### src/rtl/hazard_pkg.sv
// Shared types for the pipeline hazard controller.
// fwd_sel_t  : EX-stage operand source select (register file, W result, M ALU result)
// hz_state_t : MDU sequencing state (RUN = pipeline flowing, BUSY = MDU holding E)
// REG_ZERO   : index of the hard-wired zero register, which is never forwarded
package hazard_pkg;

  typedef enum logic [1:0] {
    FWD_RF = 2'b00,
    FWD_W  = 2'b01,
    FWD_M  = 2'b10
  } fwd_sel_t;

  typedef enum logic {
    HZ_RUN  = 1'b0,
    HZ_BUSY = 1'b1
  } hz_state_t;

  localparam int REG_ZERO = 0;

endpackage

### src/rtl/fwd_sel.sv
// Forwarding select for one EX-stage source operand.
// Ports:
//   src      : source register index read in E
//   rd_M     : destination register of the instruction in M
//   rd_W     : destination register of the instruction in W
//   reg_we_M : M-stage instruction writes rd_M
//   reg_we_W : W-stage instruction writes rd_W
//   sel      : FWD_M, FWD_W or FWD_RF
module fwd_sel
  import hazard_pkg::*;
#(
  parameter int REG_AW = 5
) (
  input  logic [REG_AW-1:0] src,
  input  logic [REG_AW-1:0] rd_M,
  input  logic [REG_AW-1:0] rd_W,
  input  logic              reg_we_M,
  input  logic              reg_we_W,
  output fwd_sel_t          sel
);

  localparam logic [REG_AW-1:0] ZERO_IDX = REG_AW'(REG_ZERO);

  // M is checked first because it holds the younger write to the register.
  always_comb begin
    sel = FWD_RF;
    if (reg_we_M && (rd_M != ZERO_IDX) && (rd_M == src)) begin
      sel = FWD_M;
    end else if (reg_we_W && (rd_W != ZERO_IDX) && (rd_W == src)) begin
      sel = FWD_W;
    end
  end

endmodule

### src/rtl/hazard_unit.sv
// Pipeline hazard controller for the 5-stage core.
// Generates operand forwarding selects, load-use stalls, branch flushes,
// multi-cycle stalls for the iterative MDU and a saturating stall counter.
// Ports:
//   clk, reset               : clock and synchronous active-low reset
//   rs1_D, rs2_D             : decode-stage sources (load-use check)
//   rs1_E, rs2_E, rd_E       : execute-stage sources and destination
//   rd_M, rd_W               : M/W destinations, with reg_we_M / reg_we_W
//   load_E, pc_src_E         : load in E, branch/jump taken in E
//   mdu_start_E              : MDU op in E
//   forward_A, forward_B     : operand selects (00 RF, 01 W, 10 M)
//   stall_F/D/E, flush_D/E/M : pipeline register controls
//   mdu_busy                 : MDU is holding E
//   stall_count              : cycles with stall_F asserted, saturating
module hazard_unit
  import hazard_pkg::*;
#(
  parameter int REG_AW      = 5,
  parameter int MDU_LATENCY = 4,
  parameter int CNT_W       = 16
) (
  input  logic              clk,
  input  logic              reset,
  input  logic [REG_AW-1:0] rs1_D,
  input  logic [REG_AW-1:0] rs2_D,
  input  logic [REG_AW-1:0] rs1_E,
  input  logic [REG_AW-1:0] rs2_E,
  input  logic [REG_AW-1:0] rd_E,
  input  logic [REG_AW-1:0] rd_M,
  input  logic [REG_AW-1:0] rd_W,
  input  logic              reg_we_M,
  input  logic              reg_we_W,
  input  logic              load_E,
  input  logic              pc_src_E,
  input  logic              mdu_start_E,
  output logic [1:0]        forward_A,
  output logic [1:0]        forward_B,
  output logic              stall_F,
  output logic              stall_D,
  output logic              stall_E,
  output logic              flush_D,
  output logic              flush_E,
  output logic              flush_M,
  output logic              mdu_busy,
  output logic [CNT_W-1:0]  stall_count
);

  // Counter only needs to hold MDU_LATENCY-2; width is kept >= 1 so
  // MDU_LATENCY==1 still elaborates.
  localparam int MDU_W = $clog2(MDU_LATENCY + 1);
  localparam int MDU_LOAD = (MDU_LATENCY > 1) ? (MDU_LATENCY - 2) : 0;
  localparam logic [REG_AW-1:0] ZERO_IDX = REG_AW'(REG_ZERO);

  hz_state_t        state, state_next;
  logic [MDU_W-1:0] mdu_cnt, mdu_cnt_next;
  fwd_sel_t         fwd_a, fwd_b;
  logic             load_use;

  fwd_sel #(.REG_AW(REG_AW)) u_fwd_a (
    .src      (rs1_E),
    .rd_M     (rd_M),
    .rd_W     (rd_W),
    .reg_we_M (reg_we_M),
    .reg_we_W (reg_we_W),
    .sel      (fwd_a)
  );

  fwd_sel #(.REG_AW(REG_AW)) u_fwd_b (
    .src      (rs2_E),
    .rd_M     (rd_M),
    .rd_W     (rd_W),
    .reg_we_M (reg_we_M),
    .reg_we_W (reg_we_W),
    .sel      (fwd_b)
  );

  assign load_use = load_E && (rd_E != ZERO_IDX) &&
                    ((rd_E == rs1_D) || (rd_E == rs2_D));

  // State register, MDU countdown and saturating stall counter.
  always_ff @(posedge clk) begin
    if (!reset) begin
      state       <= HZ_RUN;
      mdu_cnt     <= '0;
      stall_count <= '0;
    end else begin
      state   <= state_next;
      mdu_cnt <= mdu_cnt_next;
      if (stall_F && (stall_count != {CNT_W{1'b1}})) begin
        stall_count <= stall_count + CNT_W'(1);
      end
    end
  end

  // Next state: the start cycle counts as the first MDU cycle, so BUSY
  // lasts MDU_LATENCY-1 cycles (counter runs MDU_LATENCY-2 down to 0).
  always_comb begin
    state_next   = state;
    mdu_cnt_next = mdu_cnt;
    case (state)
      HZ_RUN: begin
        if (mdu_start_E && (MDU_LATENCY > 1)) begin
          state_next   = HZ_BUSY;
          mdu_cnt_next = MDU_W'(MDU_LOAD);
        end
      end
      HZ_BUSY: begin
        if (mdu_cnt == '0) begin
          state_next = HZ_RUN;
        end else begin
          mdu_cnt_next = mdu_cnt - MDU_W'(1);
        end
      end
      default: state_next = HZ_RUN;
    endcase
  end

  // Outputs. In BUSY the MDU op is held in E, so load-use and branch are
  // ignored; a taken branch suppresses the load-use stall since the
  // stalled instruction is being flushed anyway.
  always_comb begin
    forward_A = 2'b00;
    forward_B = 2'b00;
    stall_F   = 1'b0;
    stall_D   = 1'b0;
    stall_E   = 1'b0;
    flush_D   = 1'b0;
    flush_E   = 1'b0;
    flush_M   = 1'b0;
    mdu_busy  = 1'b0;
    if (reset) begin
      forward_A = fwd_a;
      forward_B = fwd_b;
      if (state == HZ_BUSY) begin
        stall_F  = 1'b1;
        stall_D  = 1'b1;
        stall_E  = 1'b1;
        flush_M  = 1'b1;
        mdu_busy = 1'b1;
      end else begin
        stall_F = load_use && !pc_src_E;
        stall_D = load_use && !pc_src_E;
        flush_E = load_use || pc_src_E;
        flush_D = pc_src_E;
      end
    end
  end

endmodule

### config.mk
export PLATFORM = sky130hd
export DESIGN_NAME = hazard_unit
export DESIGN_NICKNAME = d
export VERILOG_FILES = /design/src/rtl/hazard_pkg.sv /design/src/rtl/fwd_sel.sv /design/src/rtl/hazard_unit.sv
export SDC_FILE = /design/constraint.sdc
export NUM_CORES = 1
export LEC_CHECK = 0
export CAP_MARGIN = 20
export CORE_MARGIN = 2
export CORE_UTILIZATION = 41
export CTS_CLUSTER_DIAMETER = 80
export DETAILED_ROUTE_END_ITERATION = 8
export PLACE_DENSITY = 0.81
export RECOVER_POWER = 100
export SYNTH_ARGS = -nofsm -noshare
export SYNTH_HDL_FRONTEND = slang
export SYNTH_SLANG_ARGS = --single-unit
### constraint.sdc
create_clock -name clk -period 2.95 [get_ports clk]
set_input_delay 0.4425 -clock clk [delete_from_list [all_inputs] [get_ports clk]]
set_output_delay 0.4425 -clock clk [all_outputs]
set_load 0.01 [all_outputs]
; Yosys cells after proc, flatten, opt, wreduce, memory -nomap -nowiden
; Cells that the tools add are included.
[totals]
register_bits = 20
out_inout_bits = 27
elab_cells = 53
[op_classes]
n_addsub = 2
eq_ne = 9
mux = 20
n_bitwise = 1
reduce_logical = 18
[op_table]
columns = operator, count
row1 = == test 5 bit, 6
row2 = adder 16 x 1 -> 16 bit (second input constant), 1
row3 = inequality test 16 bit (second input constant), 1
row4 = nonzero test 5 bit, 3
row5 = 2-to-1 mux 1 bit, 12
row6 = logical AND 1 bit, 10
row7 = 2-to-1 mux 2 bit, 4
row8 = 2-to-1 mux 3 bit, 2
row9 = case mux 3 bit (2 select lines), 1
row10 = inequality test 2 bit (second input constant), 2
row11 = logical NOT 3 bit, 1
row12 = subtractor 3 x 1 -> 3 bit (second input constant), 1
row13 = logical OR 1 bit, 2
row14 = case mux 1 bit (2 select lines), 1
row15 = AND reduction 2 bit, 1
row16 = logical NOT 1 bit, 1
row17 = NOT 1 bit, 1

; Logic depth before layout (Yosys ltp)
; Gate-level depths: netlist of run 1.
[logic_depth]
ltp_word = 7
depth_mapped = 10
depth_no_buf = 8

; Cells and area by module
; Synthesis of run 1 repeated with hierarchy kept, for this count alone.
[hier_totals]
hier_cells = 193
hier_area_um2 = 1546.5
[by_module_without_submodules]
columns = mod, n_inst, cells_each, area_per_inst_um2
row1 = hazard_unit, 1, 153, 1243.7
row2 = fwd_sel, 2, 20, 151.4

; Worst setup path before layout of run 1
; OpenSTA, ideal clock, no wires.
[synth_timing]
path_type = register -> register
from = reg stall_count[0]
to = reg stall_count[9]
setup_ns = 0.070
t_arrival_ns = 2.140
required_ns = 2.880
slack_ns = 0.740
stages_incl_launch_ff = 10
period_less_slack_ns = 2.210
cell_sequence = dfxtp_1 -> ha_1 -> and3_1 -> and3_4 -> buf_6 -> a311oi_2 -> a21oi_2 -> buf_6 -> or4_1 -> a21oi_1
[synth_via]
elab_chain_cells = 2
word_cells_on_any_way = 3
[synth_lines]
columns = element, line_no
row1 = start: declaration, hazard_unit.sv:45  ; output logic [CNT_W-1:0] stall_count
row2 = start signal: assignment, hazard_unit.sv:90  ; stall_count <= stall_count + CNT_W'(1);
row3 = branches (longest 2 deep; another with adder 16 x 1 -> 16 bit), n/a
; Parallel ways; which one is timed is not known.
; A chain may end at the register's enable or synchronous reset.

; Worst setup path after layout of run 1
[layout_timing]
from = in rd_E[2]
to = out flush_E
[layout_via]
elab_chain_cells = 6
word_cells_on_any_way = 9
[layout_lines]
columns = element, line_no
row1 = start: declaration, hazard_unit.sv:28  ; input logic [REG_AW-1:0] rd_E,
row2 = == test 5 bit / nonzero test 5 bit (equally long branches), "hazard_unit.sv:78, hazard_unit.sv:77"
row3 = logical OR 1 bit / logical AND 1 bit (equally long branches), "hazard_unit.sv:78, hazard_unit.sv:77"
row4 = logical AND 1 bit *, hazard_unit.sv:77  ; assign load_use = load_E && (rd_E != ZERO_IDX) &&
row5 = logical OR 1 bit *, hazard_unit.sv:143  ; flush_E = load_use || pc_src_E;
row6 = 2-to-1 mux 1 bit *, hazard_unit.sv:134  ; if (state == HZ_BUSY) begin
row7 = 2-to-1 mux 1 bit *, hazard_unit.sv:131  ; if (reset) begin
row8 = end: declaration, hazard_unit.sv:42  ; output logic flush_E,
; Every way passes the cells marked *; elsewhere a longest branch is shown, timed or not.

==> results of run 1 <==
-- worst reg2reg max path: stages (launching register included) --
cell	delay [ns]
dfxtp_1	0.38
ha_1	0.24
and3_1	0.19
and3_1	0.25
a311oi_1	0.35
a21oi_2	0.09
clkbuf_2	0.34
or4_1	0.59
a21oi_1	0.14
-- through the flow --
stage	hold WS, ns	util	worst slack [ns]	total power [mW]
floorplan	0.497	-	0.740	0.363
global placement	0.482	0.661	-0.0592	0.466
detailed placement	0.489	0.661	-0.132	0.471
CTS	0.507	0.676	0.0532	0.697
global route	0.535	0.671	0.00458	0.719
finish	0.503	0.671	0.134	0.686
-- power by group through the flow --
stage          clock network [mW]  logic (mW)  registers [mW]
3_5_place_dp                    0       0.184           0.286
5_1_grt                     0.241       0.197           0.281
2_1_floorplan                   0      0.0772           0.286
4_1_cts                     0.231       0.186           0.280
6_report                    0.224       0.182           0.280
3_3_place_gp                    0       0.180           0.286
-- final cells by class --
class                      count  area share
multi-input combinational    138       0.417
timing repair buffer          80       0.342
sequential                    20       0.179
tap                           46      0.0257
clock inverter                 1      0.0134
inverter                       8      0.0134
clock buffer                   3      0.0101
-- cell families (layout without fill, tap and decap cells) --
family,count (synthesis),in the layout,share of synthesized area
mux,1,1,0.00701
simple gates,65,65,0.256
compound gates,38,38,0.176
fa+ha+maj,3,3,0.0263
xor+xnor,31,31,0.190
flops,20,20,0.280
buf+inv,17,92,0.0648
-- layout by cell type (no fill, tap or decap), types with 2 or more instances in the layout --
cell type	count
a21oi_1	9
and2_0	2
and2_1	2
and3_1	4
and4_1	2
buf_4	10
clkbuf_4	4
clkdlybuf4s50_1	47
dfxtp_1	20
dlygate4sd2_1	2
dlygate4sd3_1	19
ha_1	3
inv_1	8
nand2_1	10
nand2b_1	3
nand3_1	13
nor2_1	8
nor4_1	4
o211ai_1	5
o21ai_0	7
o21ai_1	2
o31ai_1	7
or3_1	6
or4_1	8
xnor2_1	16
xor2_1	15
-- layer usage --
metal / wire length, um / up-vias / track usage
met5: 0 / - / 0
met4: 47 / 0 / 0.0667
li1: - / 787 / -
met3: 220 / 4 / 0.0396
met1: 1690 / 721 / 0.244
met2: 2080 / 44 / 0.387
-- sequential cells by signal, summed over array words and instances, names as in the netlist --
signal / cells
stall_count: 16
mdu_cnt: 3
state: 1
-- how the worst min path moves through the flow --
stage | slack, ns | start | endpoint
2_1_floorplan | 0.50 | mdu_cnt[1]$_SDFFE_PN0P_ | mdu_cnt[1]$_SDFFE_PN0P_
3_3_place_gp | 0.48 | stall_count[13]$_SDFFE_PN0P_ | stall_count[13]$_SDFFE_PN0P_
3_5_place_dp | 0.49 | stall_count[9]$_SDFFE_PN0P_ | stall_count[9]$_SDFFE_PN0P_
4_1_cts | 0.51 | stall_count[9]$_SDFFE_PN0P_ | stall_count[9]$_SDFFE_PN0P_
5_1_grt | 0.54 | stall_count[13]$_SDFFE_PN0P_ | stall_count[13]$_SDFFE_PN0P_
6_report | 0.50 | stall_count[9]$_SDFFE_PN0P_ | stall_count[9]$_SDFFE_PN0P_
-- timing repair --
| action | in CTS | in global routing |
|---|---|---|
| setup endpoints to repair | 2 | 3 |
| gates resized for setup | 3 | 3 |
| hold endpoints to repair | 0 | 0 |
| pin swaps | 0 | 0 |
==> out/qor.csv, run 1 <==
stage,metric,value,unit
cts,CTS tree,done,
yosys,Synth Area per Inst,8.16,sq um
global_routing,initial antenna violation count,0,
yosys,Post-synth EDFFs,0,
yosys,main area contributors after synthesis,"dfxtp_1 28%, xnor2_1 9.8%, xor2_1 9.2%, nand3_1 4.6%, or4_1 4.2%",
routing,DR vias/cell,5.26,
placed_design,GPL Wtd Cong,0.839,
run_status,outcome,"complete, no violations",
critical_path,Setup CP Type,input pin to output port,
critical_path,crit path max fanout,3,
pwr,sw frac,0.243,
critical_path,worst endpoint required time,2.51,ns
min_path,WHS Path Cells,2,
die,Die ar.,3970,sq um
critical_path,Worst path max stage delay,0.56,ns
cts,TritonCTS Buffers,3,
yosys,Synthesized Nets,220,
critical_path,CP startpoint kind,input pin,
yosys,synthesized area,1430,sq um
pwr,Logic pwr share,0.265,
layout,Register Area,400,sq um
yosys,"Async S/R FF share, synth",0,
pwr,worst ir drop on vdd,0.000172,V
routing,overall routed net length,4030,um
timing,final period utilization,0.954,
critical_path,Reg2Reg Depth,8,
pwr,Internal,0.519,mW
cts,postcts setup bufs,0,
cts,clock-pin slew on the worst setup and hold paths,0.13,ns
routing,Via Count,1556,
layout,P&R area growth vs syn,56.7,%
global_routing,number of global-route vias before repair,1523,
cts,TritonCTS Sinks,20,
pwr,Clock power frac,0.327,
pwr,Psw,0.166,mW
critical_path,critical path depth,8,
timing,RSZ-0062 raised after global routing,no,
cts,"Hold-fix buffers, CTS",0,
timing,Final Hold Fails,0,
global_routing,Total GRT Usage,0.211,
critical_path,reg2reg end,stall_count[11]$_SDFFE_PN0P_,
cts,clk root buf,clkbuf_4,
min_path,HP Class,flop to flop,
timing,fin crit period,2.82,ns
routing,drc violations,0,
critical_path,Arrival @ worst endpoint,2.37,ns
routing,1st-iter DRT viols,40,
yosys,commonest cells in the synthesized netlist,"20 x dfxtp_1, 16 x xnor2_1, 15 x xor2_1",
die,Die X,63.0,um
pwr,Seq pwr share,0.408,
layout,fill count,315,
cts,# H-tree levels,1,
timing,Setup Skew,0.0156,ns
timing,Pins Over Slew Limit,0,
cts,"Clk Latency, worst-skew pair",0.31,ns
yosys,Yosys top cell by area,dfxtp_1,
global_routing,largest net degree at the start of global routing,31,
routing,DR pass1 iterations,4,
routing,per-cell routed wire length,13.6,um
run,max_cap viols,0,
critical_path,CP endpoint kind,output port,
placed_design,PortBufs,68,
yosys,post-synth cell types,36,
critical_path,register-to-register setup slack,0.32,ns
placed_design,hpwl dp,3250,um
routing,post-route ant nets,0,
critical_path,Worst path top cell family by delay,buffers and inverters,
layout,Nets,296,
yosys,share of the synthesized area in the top cell type,0.280,
layout,non-filler instance count after layout,296,
die,die height,63.0,um
yosys,most common cell in the netlist,dfxtp_1,
layout,layout cells sized above 1,0.0800,
die,Core Rows,21,
placed_design,placed instance area,2210,sq um
critical_path,CP endpoint,flush_E,
timing,setup TNS,0,ns
yosys,Syn Inst Count,175,
yosys,Post-synth top flop,dfxtp_1,
pwr,Static Leak,0.867,nW
die,starting density of the core,0.428,
timing,Final setup viols,0,
yosys,Seq cells post-synth,20,
critical_path,Setup crit start,rd_E[2],
layout,area of the multi-input gates,933,sq um
timing,slew margin rel.,0.658,
layout,cell area after layout,2240,sq um
critical_path,CP cell instances,clkdlybuf4s50_1 -> xnor2_1 -> nand3_1 -> o22ai_2 -> nor2b_2 -> nor2_1 -> nor3_1 -> clkdlybuf4s50_1,
pwr,pwr/cell area,306,nW/um^2
global_routing,first-pass GRT wire length,6780,um
critical_path,cell mode on critical path,clkdlybuf4s50_1,
layout,antenna cells,0,
cts,Max Root-Sink Buffers,2,
placed_design,Cells after DPL,292,
critical_path,WP buf/inv,2,
yosys,synth warn,0,
die,number of I/O pins,69,
critical_path,reg2reg start,stall_count[0]$_SDFFE_PN0P_,
timing,f_max,355,MHz
timing,Worst-Margin Slew,0.512,ns
die,Core ar.,3340,sq um
global_routing,total congestion overflow,0,
critical_path,critical path's slowest cell,clkdlybuf4s50_1,
yosys,sequential share of the synthesized area,0.280,
(Power assumes the default switching activity.)
==> run 2, diff against run 1 <==
--- a/config.mk
+++ b/config.mk
@@ -5,8 +5,9 @@
 export SDC_FILE = /design/constraint.sdc
 export NUM_CORES = 1
 export LEC_CHECK = 0
-export CAP_MARGIN = 20
-export CORE_MARGIN = 2
+export CAP_MARGIN = 0
+export CORE_ASPECT_RATIO = 0.9
+export CORE_MARGIN = 10
 export CORE_UTILIZATION = 41
 export CTS_CLUSTER_DIAMETER = 80
 export DETAILED_ROUTE_END_ITERATION = 8
==> out/qor.csv, run 2 (synthesized netlist as in run 1, its figures left out) <==
stage,metric,value,unit,change
cts,postcts setup bufs,0,,unchanged
timing,Fin Hold WS,0.498,ns,-0.00470 ns
cts,"Clk Latency, worst-skew pair",0.25,ns,-0.06 ns
cts,clk root buf,clkbuf_8,,
global_routing,first-pass GRT wire length,7310,um,+7.9%
critical_path,worst endpoint required time,2.51,ns,about the same
run,max_cap viols,0,,unchanged
die,Die X,82.2,um,+30%
routing,post-route ant nets,0,,unchanged
layout,Nets,297,,+0.34%
pwr,Clock power frac,0.273,,-0.054
timing,f_max,351,MHz,-1.2%
layout,non-filler instance count after layout,294,,-0.68%
cts,"Hold-fix buffers, CTS",0,,unchanged
timing,post-route setup slack,0.101,ns,-0.0332 ns
critical_path,CP endpoint,flush_E,,
die,Core Rows,20,,-4.8%
cts,Max Root-Sink Buffers,2,,unchanged
critical_path,reg2reg end,stall_count[11]$_SDFFE_PN0P_,,
routing,drc violations,0,,unchanged
cts,CTS tree,done,,
timing,final period utilization,0.966,,+0.0113
layout,"most common cell after layout, fill and taps aside",clkdlybuf4s50_1,,
placed_design,Cells after DPL,291,,-0.34%
die,Core ar.,3380,sq um,+1.2%
min_path,HP Class,flop to flop,,
layout,most flop-heavy register,stall_count,,
routing,per-cell routed wire length,15.6,um,+15%
placed_design,hpwl dp,3830,um,+18%
critical_path,CP cell instances,clkdlybuf4s50_1 -> xnor2_1 -> nand3_1 -> o22ai_2 -> nor2b_4 -> nor2_1 -> nor3_1 -> clkdlybuf4s50_1,,
layout,antenna cells,0,,unchanged
placed_design,GPL Wtd Cong,0.915,,+9.0%
die,Die ar.,6250,sq um,+57%
layout,layout cells sized above 1,0.0880,,+0.00800
layout,final core utilization,0.666,,-0.00561
critical_path,register-to-register setup slack,0.33,ns,about the same
pwr,Psw,0.165,mW,-0.61%
min_path,WHS Path Cells,2,,unchanged
pwr,worst ir drop on vdd,0.000279,V,+62%
critical_path,CP startpoint kind,input pin,,
critical_path,Setup CP Type,input pin to output port,,
pwr,sw frac,0.259,,+0.0159
run_status,outcome,"complete, no violations",,
routing,1st-iter DRT viols,82,,+110%
global_routing,initial antenna violation count,0,,unchanged
critical_path,Worst path max stage delay,0.58,ns,+0.02 ns
critical_path,cell mode on critical path,clkdlybuf4s50_1,,
routing,Via Count,1571,,+0.96%
timing,Final Hold Fails,0,,unchanged
critical_path,Arrival @ worst endpoint,2.41,ns,+0.04 ns
cts,TritonCTS Buffers,3,,unchanged
routing,overall routed net length,4590,um,+14%
timing,fin crit period,2.85,ns,+0.0332 ns
global_routing,total congestion overflow,0,,unchanged
die,number of I/O pins,69,,unchanged
placed_design,dpl ws,-0.189,ns,-0.0574 ns
die,die height,76.0,um,+21%
layout,fill count,295,,-6.3%
critical_path,reg2reg start,stall_count[0]$_SDFFE_PN0P_,,
timing,Worst-Margin Slew,0.513,ns,+0.000637 ns
layout,Register Area,400,sq um,unchanged
pwr,Logic pwr share,0.290,,+0.025
placed_design,PortBufs,68,,unchanged
critical_path,crit path max fanout,3,,unchanged
cts,# H-tree levels,1,,unchanged
routing,DR vias/cell,5.34,,+1.7%
timing,Pins Over Slew Limit,0,,unchanged
layout,Largest register FFs,16,,unchanged
critical_path,critical path's slowest cell,clkdlybuf4s50_1,,
critical_path,Setup crit start,rd_E[4],,
die,starting density of the core,0.423,,-0.00523
cts,clock-pin slew on the worst setup and hold paths,0.07,ns,-0.06 ns
pwr,Seq pwr share,0.437,,+0.029
critical_path,CP endpoint kind,output port,,
pwr,Internal,0.474,mW,-8.7%
global_routing,number of global-route vias before repair,1513,,-0.66%
pwr,Static Leak,0.867,nW,about the same
pwr,"Power, Total",0.640,mW,-6.7%
layout,biggest regs,"stall_count x16, mdu_cnt x3, state x1",,
pwr,pwr/cell area,285,nW/um^2,-7.1%
routing,DR pass1 iterations,4,,unchanged
timing,slew margin rel.,0.658,,about the same
layout,cell area after layout,2250,sq um,+0.39%
global_routing,largest net degree at the start of global routing,31,,unchanged
global_routing,Total GRT Usage,0.141,,-0.0699
cts,TritonCTS Sinks,20,,unchanged
placed_design,placed instance area,2210,sq um,+0.23%
timing,Final setup viols,0,,unchanged
layout,most frequent cells in the layout,"47 x clkdlybuf4s50_1, 20 x dfxtp_1, 19 x dlygate4sd3_1",,
timing,Setup Skew,0.00370,ns,-0.0119 ns
timing,setup TNS,0,ns,unchanged
layout,area of the multi-input gates,948,sq um,+1.6%
critical_path,Reg2Reg Depth,8,,unchanged
layout,P&R area growth vs syn,57.4,%,
run 2: final cells by class:
cell class	instances	area share
clock buffer	3	0.0184
timing repair buffer	81	0.344
tap	44	0.0245
sequential	20	0.178
inverter	8	0.0134
multi-input combinational	138	0.422
run 2: power groups by stage:
| stage | clock network, mW | registers (mW) | logic [mW] |
|---|---|---|---|
| final | 0.175 | 0.280 | 0.185 |
| after detailed placement | 0 | 0.286 | 0.186 |
| after CTS | 0.179 | 0.280 | 0.187 |
| after global placement | 0 | 0.286 | 0.183 |
| after global routing | 0.192 | 0.280 | 0.201 |
| after floorplan | 0 | 0.286 | 0.0772 |
run 2: routing by layer:
layer | GRT usage | wire length, um | share of wire | vias to the layer above
met5 | 0 | 0 | 0 | -
met4 | 0.0102 | 0 | 0 | 0
met3 | 0.0342 | 291 | 0.063 | 0
met2 | 0.249 | 2330 | 0.51 | 32
met1 | 0.171 | 1970 | 0.43 | 752
li1 | - | - | - | 787
run 2: timing repair:
action | CTS | global route
endpoints found under the hold margin | 0 | 0
endpoints found under the setup margin | 2 | 6
resized for setup | 2 | 8
pin swaps | 0 | 0
gates cloned | 0 | 0
run 2: critical path: cells and delay by family:
family	cells	cell delay, ns
AOI/OAI and AO/OA	1	0.21
and+or+nand+nor	4	0.47
xor gates and xnor gates	1	0.22
buffers and inverters	2	1.06
run 2: worst min-delay path by stage:
stage | slack [ns] | endpoint | start
2_1_floorplan | 0.50 | mdu_cnt[1]$_SDFFE_PN0P_ | mdu_cnt[1]$_SDFFE_PN0P_
3_3_place_gp | 0.48 | stall_count[13]$_SDFFE_PN0P_ | stall_count[13]$_SDFFE_PN0P_
3_5_place_dp | 0.49 | stall_count[9]$_SDFFE_PN0P_ | stall_count[9]$_SDFFE_PN0P_
4_1_cts | 0.50 | stall_count[9]$_SDFFE_PN0P_ | stall_count[9]$_SDFFE_PN0P_
5_1_grt | 0.52 | stall_count[14]$_SDFFE_PN0P_ | stall_count[14]$_SDFFE_PN0P_
6_report | 0.50 | stall_count[9]$_SDFFE_PN0P_ | stall_count[9]$_SDFFE_PN0P_
==> run 3, diff against run 2 <==
--- a/config.mk
+++ b/config.mk
@@ -11,6 +11,7 @@
 export CORE_UTILIZATION = 41
 export CTS_CLUSTER_DIAMETER = 80
 export DETAILED_ROUTE_END_ITERATION = 8
+export GPL_TIMING_DRIVEN = 1
 export PLACE_DENSITY = 0.81
 export RECOVER_POWER = 100
 export SYNTH_ARGS = -nofsm -noshare
==> results of run 3 <==
The final DEF is identical to that of run 2; final timing and power are the same.
